[src/rtl/instruction_fetch_pkg.sv]
// Shared CPU package: fetch FSM states and instruction field widths.
// Imported by the fetch stage and its next-PC helper.
package instruction_fetch_pkg;

  localparam int XLEN     = 32;
  localparam int OPCODE_W = 6;
  localparam int JFIELD_W = 26;

  typedef enum logic [1:0] {
    IDLE = 2'd0,
    RUN  = 2'd1,
    HALT = 2'd2
  } fetch_state_t;

  typedef logic [OPCODE_W-1:0] opcode_t;
  typedef logic [JFIELD_W-1:0] jfield_t;

endpackage

[src/rtl/instruction_fetch_pc_next_calc.sv]
// Next-PC mux and redirect target adders (jump > branch > sequential).
// In: pc, instr_pc, instr_valid, jump/branch controls. Out: next_pc, redirect.
module pc_next_calc
  import instruction_fetch_pkg::*;
(
  input  logic [XLEN-1:0] pc,
  input  logic [XLEN-1:0] instr_pc,
  input  logic            instr_valid,
  input  logic            jump,
  input  jfield_t         jump_target,
  input  logic            branch_taken,
  input  logic [XLEN-1:0] branch_offset,
  output logic [XLEN-1:0] next_pc,
  output logic            redirect
);

  logic [XLEN-1:0] link;
  logic [XLEN-1:0] j_tgt;
  logic [XLEN-1:0] b_tgt;
  logic            do_jump;
  logic            do_br;

  assign link    = instr_pc + 32'd4;
  assign j_tgt   = {link[31:28], jump_target, 2'b00};
  assign b_tgt   = link + (branch_offset << 2);
  // Controls only apply to a live instruction
  assign do_jump = instr_valid & jump;
  assign do_br   = instr_valid & branch_taken & ~jump;

  always_comb begin
    next_pc  = pc + 32'd4;
    redirect = 1'b0;
    unique case (1'b1)
      do_jump: begin
        next_pc  = j_tgt & ~32'h3;
        redirect = 1'b1;
      end
      do_br: begin
        next_pc  = b_tgt & ~32'h3;
        redirect = 1'b1;
      end
      default: ;
    endcase
  end

endmodule

[src/rtl/instruction_fetch.sv]
// Fetch stage: IDLE/RUN/HALT FSM, PC, instruction register, retire count.
// Drives the ROM address/strobe and hands instr/instr_pc/instr_valid to decode.
module instruction_fetch
  import instruction_fetch_pkg::*;
#(
  parameter logic [XLEN-1:0]     RESET_PC    = 32'h0000_0000,
  parameter logic [OPCODE_W-1:0] HALT_OPCODE = 6'b111111
) (
  input  logic            clk,
  input  logic            rst,
  input  logic            stall,
  input  logic            branch_taken,
  input  logic [XLEN-1:0] branch_offset,
  input  logic            jump,
  input  jfield_t         jump_target,
  output logic [XLEN-1:0] rom_address,
  output logic            rom_read_enable,
  input  logic [XLEN-1:0] rom_data,
  output logic [XLEN-1:0] instr,
  output logic [XLEN-1:0] instr_pc,
  output logic            instr_valid,
  output logic            halted,
  output logic [XLEN-1:0] retired_count
);

  fetch_state_t    state;
  fetch_state_t    state_n;
  logic [XLEN-1:0] pc;
  logic [XLEN-1:0] next_pc;
  logic            redirect;
  logic            halt_go;
  logic            advance;

  pc_next_calc u_next (
    .pc            (pc),
    .instr_pc      (instr_pc),
    .instr_valid   (instr_valid),
    .jump          (jump),
    .jump_target   (jump_target),
    .branch_taken  (branch_taken),
    .branch_offset (branch_offset),
    .next_pc       (next_pc),
    .redirect      (redirect)
  );

  assign advance = (state == RUN) & ~stall;
  assign halt_go = advance & instr_valid &
                   (instr[31:26] == HALT_OPCODE);

  always_comb begin
    state_n         = state;
    rom_read_enable = 1'b0;
    halted          = 1'b0;
    unique case (state)
      IDLE: state_n = RUN;
      RUN: begin
        rom_read_enable = 1'b1;
        if (halt_go) state_n = HALT;
      end
      HALT: halted = 1'b1;
      default: state_n = IDLE;
    endcase
  end

  assign rom_address = pc;

  always_ff @(posedge clk or posedge rst) begin
    if (rst) begin
      state         <= IDLE;
      pc            <= RESET_PC;
      instr         <= '0;
      instr_pc      <= '0;
      instr_valid   <= 1'b0;
      retired_count <= '0;
    end else begin
      state <= state_n;
      if (advance) begin
        if (instr_valid) retired_count <= retired_count + 32'd1;
        if (halt_go) begin
          // Halt word stays in instr; PC freezes on the word after it
          instr_valid <= 1'b0;
        end else if (redirect) begin
          // Word fetched this cycle is on the wrong path
          instr_valid <= 1'b0;
          pc          <= next_pc;
        end else begin
          instr       <= rom_data;
          instr_pc    <= pc;
          instr_valid <= 1'b1;
          pc          <= next_pc;
        end
      end else if (state == HALT) begin
        instr_valid <= 1'b0;
      end
    end
  end

endmodule

[config.mk]
export PLATFORM = sky130hd
export DESIGN_NAME = instruction_fetch
export DESIGN_NICKNAME = d
export VERILOG_FILES = /design/src/rtl/instruction_fetch_pkg.sv /design/src/rtl/instruction_fetch_pc_next_calc.sv /design/src/rtl/instruction_fetch.sv
export SDC_FILE = /design/constraint.sdc
export NUM_CORES = 1
export LEC_CHECK = 0
export ABC_AREA = 1
export ABC_CLOCK_PERIOD_IN_PS = 4600
export CORE_MARGIN = 2
export CORE_UTILIZATION = 40
export DETAILED_ROUTE_END_ITERATION = 10
export DONT_BUFFER_PORTS = 1
export PLACE_DENSITY = 0.52
export SYNTH_ARGS = -nofsm -noshare
export SYNTH_HDL_FRONTEND = slang
export SYNTH_HIERARCHICAL = 1
export SYNTH_SLANG_ARGS = --single-unit
[constraint.sdc]
create_clock -name clk -period 4.6 [get_ports clk]
set_input_delay 0.46 -clock clk [delete_from_list [all_inputs] [get_ports clk]]
set_output_delay 0.46 -clock clk [all_outputs]
set_load 0.005 [all_outputs]
* Word-level counts from Yosys, hierarchy flattened
Index checks and enable logic that the tools add are counted.
** Storage, ports and cells
- Bits in registers :: 131
- Word-level logic and storage cells :: 42
** Cells by class
- $add $sub $neg :: 4
- Equal/unequal tests :: 4
- Muxes and demuxes :: 10
- Bitwise operators :: 11
- Reductions and logical operators :: 7
** Operators with widths (number)
- 32-bit by 3-bit adder with 32-bit output, second input constant :: 2
- 32-bit case mux with 2 select lines :: 1
- 32-bit by 1-bit adder with 32-bit output, second input constant :: 1
- 32-bit adder :: 1
- 1-bit 2-to-1 mux :: 7
- 1-bit AND :: 6
- 6-bit == test, second input constant :: 1
- 2-bit case mux with 3 select lines :: 1
- 2-bit AND reduction :: 3
- 1-bit NOT :: 5
- 3-bit AND reduction :: 1
- 2-bit by 1-bit == test with 1-bit output, second input constant :: 1
- 2-bit == test, second input constant :: 1
- 2-bit logical NOT :: 1
- 2-bit 2-to-1 mux :: 1
- 2-bit != test, second input constant :: 1
- 2-bit nonzero test :: 1
- 2-bit OR reduction :: 1

* Longest topological paths before layout
- Depth in word-level cells :: 7
- Mapped depth :: 24
- Mapped depth without buffers :: 24

* Hierarchy
Netlist, hierarchy kept.
** By module, submodules not included
- instruction_fetch :: instances 1, cells an instance 699, area each 5864.4 µm²
- pc_next_calc :: instances 1, cells an instance 874, area each 4291.6 µm²

* Least setup slack after synthesis
Ideal clock, no wire load.
- Path type :: reg-to-reg
- Start :: register instr_pc[2]
- End :: register pc[25] (netlist: rom_address[25])
- Arrival time :: 2.673 ns
- Slack :: 1.810 ns
- Cell stages (with the launch flop) :: 20
- Buffers on the path :: 0
- Period minus slack after synthesis :: 2.790 ns
- Cells stage by stage :: dfrtp_1 ha_1 nand3_2 nor2_2 nand3_1 nor4_2 nand2_1 xnor2_1 ha_1 nand2_1 nor2_1 nand2_1 nor2_1 nand2_1 nand3_1 nand2_1 nand3_1 nand2_1 nand3_1 nand2_1
** On the way
- Cells in the longest elaborated chain, start to end :: 3
** RTL lines
- from (decl) :: RTL line instruction_fetch.sv:20 : output logic [XLEN-1:0] instr_pc,
- from (signal assigned) :: RTL line instruction_fetch.sv:88 : instr_pc <= pc;
- 32-bit by 3-bit adder with 32-bit output :: RTL line instruction_fetch_pc_next_calc.sv:23 : assign link = instr_pc + 32'd4;
- 32-bit adder :: RTL line instruction_fetch_pc_next_calc.sv:25 : assign b_tgt = link + (branch_offset << 2);
- 32-bit case mux with 2 select lines :: RTL line instruction_fetch_pc_next_calc.sv:33 : unique case (1'b1)
- net next_pc[25] :: RTL line instruction_fetch.sv:29 : logic [XLEN-1:0] next_pc;
- to (signal assigned) :: RTL line instruction_fetch.sv:85 : pc <= next_pc;
- to (signal assigned) :: RTL line instruction_fetch.sv:90 : pc <= next_pc;
- to (decl) :: RTL line instruction_fetch.sv:28 : logic [XLEN-1:0] pc;
The timed path passes the listed nets, and every way through them passes these cells.
A chain may end at the register's enable or synchronous reset.

* Worst setup path in the final report
- Start :: register instr_pc[2]
- End :: register pc[26] (netlist: rom_address[26])
The elaborated chain is that of the path after synthesis.

==> summary.txt <==
Minimum clock period after layout = 3.63 ns
Synthesis warning total = 6
Critical-path top delay cell = dfrtp_1
Clk network pwr share = 29.8%
Max Fclk = 275 MHz
Mux share of post-synthesis cell area = 0%
Post-synthesis net count = 1707
Worst-Skew Late Latency = 0.42 ns
CTS clk-pin slew, worst paths = 0.06 ns
Synthesis-to-layout area growth = 8.94%
Gr usage total = 26.4%
Top cell type's share of synthesized area = 32.3%
I/O pins = 226
Num CTS Buffers = 17
Flop pwr share = 36.8%
WP data arrival = 3.98 ns
Antenna-violating nets left = 0
CP Class = flip-flop to flip-flop
Cell chain of the critical path = ha_1 > nand3_2 > nor2_2 > nand3_1 > nor4_2 > nand2_1 > xnor2_1 > ha_1 > nand2_1 > nor2_1 > and2_1 > nand3_1 > nand4_1 > nand3_1 > nand2_1 > nand3_1 > nand2_1
Max-slew violations = 0
Number of synthesized register bits = 131
Required @ worst endpoint = 4.95 ns
Min Hold Slack = 0.122 ns
Crit-path max cell delay = 0.50 ns
Power Internal = 2.89 mW
Post-synthesis compound-gate area fraction = 5.21%
Worst vdd ir = 0.195 mV
Pleak = 5.61 nW
Multi-input gate area = 0.00599 mm2
Post-synthesis sequential area ratio = 32.3%
Final Skew = 0.0102 ns
RSZ-0062 raised after global routing = no
Final setup viols = 0
Die Width = 163 um
Post-synthesis adder-cell area fraction = 4.88%
Die area = 0.0267 mm2
Most used DFF post-synth = dfrtp_1
Hold crit path type = input port to async pin
RD Place Congestion = 0.889
Residual DRC count = 0
Initial cell density of the core = 40.6%
Switch share = 42.2%
First-pass GRT wire length = 54200 um
Post-Place Cells = 1866
DRT iter0 DRCs = 708
Drt first pass iters = 5
Synth Area per Inst = 6.46 um2
Most instantiated cells after synthesis = nand2_1 (618), inv_1 (170), nor2_1 (139), dfrtp_1 (131), nand3_1 (129)
Cell area power density = 452 mW/mm2
Number of global-route vias before repair = 9691
Largest family of logic cells by synthesized area = simple AND/OR/NAND/NOR gates
Max_slew headroom = 30.2%
Total design power = 5.01 mW
Worst-Margin Slew = 1.05 ns
Wire per inst = 18.3 um
Clk root buf = clkbuf_16
Synth async-reset ratio = 100%
Synth area leaders = dfrtp_1 (32%), nand2_1 (23%), nand3_1 (6.4%), inv_1 (6.3%), nand4_1 (5.3%)
Via Count = 9944
Hold_buf cts = 0
Post-Synth Simple-Gate Area = 44.5%
Final Cycle Share = 78.9%
Maxcap violations = 0
Clock sink total = 131
Synth cell types = 43
Worst Setup End Kind = flip-flop
Final Hold Viols = 0
Fillers = 2712
Drt total wl = 34800 um
Storage cell area = 0.00328 mm2
Final #Nets = 1689
H-tree depth = 4
Mapped Cells = 1573
Yosys top cell by area = dfrtp_1
Half-perimeter wire length after placement = 26400 um
DIE HEIGHT = 163 um
Non-filler cells, final = 1899
Postcts setup bufs = 0
Critical path peak fanout = 6
Net Switching = 2.11 mW
TritonCTS clock tree = built
Mapped Area = 0.0102 mm2
Most frequent cell after synthesis = nand2_1
Port bufs = 0
Share of layout cells above drive strength 1 = 5.10%
Initial antenna violation count = 1
Buf/Inv on CP = 0
Status = finished, final reports clean
Post-synth EDFFs = 0
Setup crit start kind = flip-flop
Setup TNS = 0 ns
Area of the core = 0.0250 mm2
Site row count = 58
Vias per inst = 5.24
GR Overflow Total = 0
CTS max path bufs = 2
Post-cts resize count = 0
Xor/xnor share of the synthesized area = 4.31%
Crit path max-delay family = simple AND/OR/NAND/NOR gates
Largest net degree at the start of global routing = 105
Gate power share = 33.5%
==> state kept, by name, indices dropped and copies added (netlist names) <==
signal,count
instr,32
instr_valid,1
state,2
rom_address,32
retired_count,32
instr_pc,32
==> cell type report <==
class                           instances  share of cell area (%)
Clock inverter                         14                    1.81
Tap cell                              330                    3.73
Inverter                              174                    5.96
Antenna cell                            1                  0.0226
Timing Repair Buffer                    9                   0.724
Sequential cell                       131                    29.6
Clock buffer                           18                    3.97
Multi-Input combinational cell       1222                    54.2
==> per-layer routing <==
metal	vias up	share of wire [%]	global-route usage (%)	wire length, um
li1	5028	-	-	-
met1	4586	42	32.6	14600
met2	290	49	45.1	17000
met3	40	6.9	7.14	2390
met4	0	2.3	7.84	800
met5	-	0	0	0
==> worst register-to-register path: stages, from the launching register on <==
cell	delay (ns)
dfrtp_1	0.50
ha_1	0.30
nand3_2	0.14
nor2_2	0.15
nand3_1	0.17
nor4_2	0.38
nand2_1	0.12
xnor2_1	0.15
ha_1	0.42
nand2_1	0.12
nor2_1	0.22
and2_1	0.18
nand3_1	0.10
nand4_1	0.11
nand3_1	0.16
nand2_1	0.13
nand3_1	0.08
nand2_1	0.12
==> placed cells by master, fill, tap and decap left out, types with 5 or more instances in the layout <==
cell         n
ha_1        38
nand3_1    129
nand3b_1     7
inv_6        5
dfrtp_1    131
inv_1      168
o21ai_0     24
a21boi_0     6
nand2_1    618
nor3_1      23
nand4_1     86
o21bai_1     8
o211ai_1     5
xnor2_1     21
clkbuf_16   17
a21oi_1     38
nor2_1     138
buf_4        8
nor2_2      11
xor2_1      29
==> kinds of logic after synthesis <==
logic type,after synthesis
simple gates,1042
buf+inv,220
flops,131
compound gates,91
xor+xnor,50
fa+ha+maj,39
==> power by group through the flow <==
stage               combinational [mW]  clock [mW]  sequential (mW)
finish                            1.68        1.49             1.84
global route                      1.92        1.57             1.88
CTS                               1.66        1.53             1.84
detailed placement                1.66           0             1.86
global placement                  1.64           0             1.86
floorplan                         1.28           0             1.68
==> worst paths after layout <==
path                                          from                       endpoint  slack (ns)  cells after the start
max                        instr_pc[2]$_DFFE_PP0P_    rom_address[26]$_DFFE_PP0P_        0.97                     17
min                                            rst  retired_count[18]$_DFFE_PP0P_        0.12                      1
max reg2reg                instr_pc[2]$_DFFE_PP0P_    rom_address[26]$_DFFE_PP0P_        0.97                     17
min reg2reg                   state[1]$_DFFE_PP0P_           state[0]$_DFFE_PP0P_        0.50                      1
max in group asynchronous                      rst       instr_pc[17]$_DFFE_PP0P_        3.50                      2
min in group clk                       rom_data[0]           instr[0]$_DFFE_PP0P_        0.18                      2
==> stage by stage <==
| step | area, um2 | util (%) | worst slack [ns] |
|---|---|---|---|
| floorplan | 10200 | - | 0.642 |
| global placement | 10400 | 41.6 | 0.968 |
| detailed placement | 10400 | 41.6 | 0.972 |
| CTS | 11100 | 44.2 | 0.933 |
| global route | 11100 | 44.2 | 0.634 |
| finish | 11100 | 44.2 | 0.969 |
(Power assumes the default switching activity.)
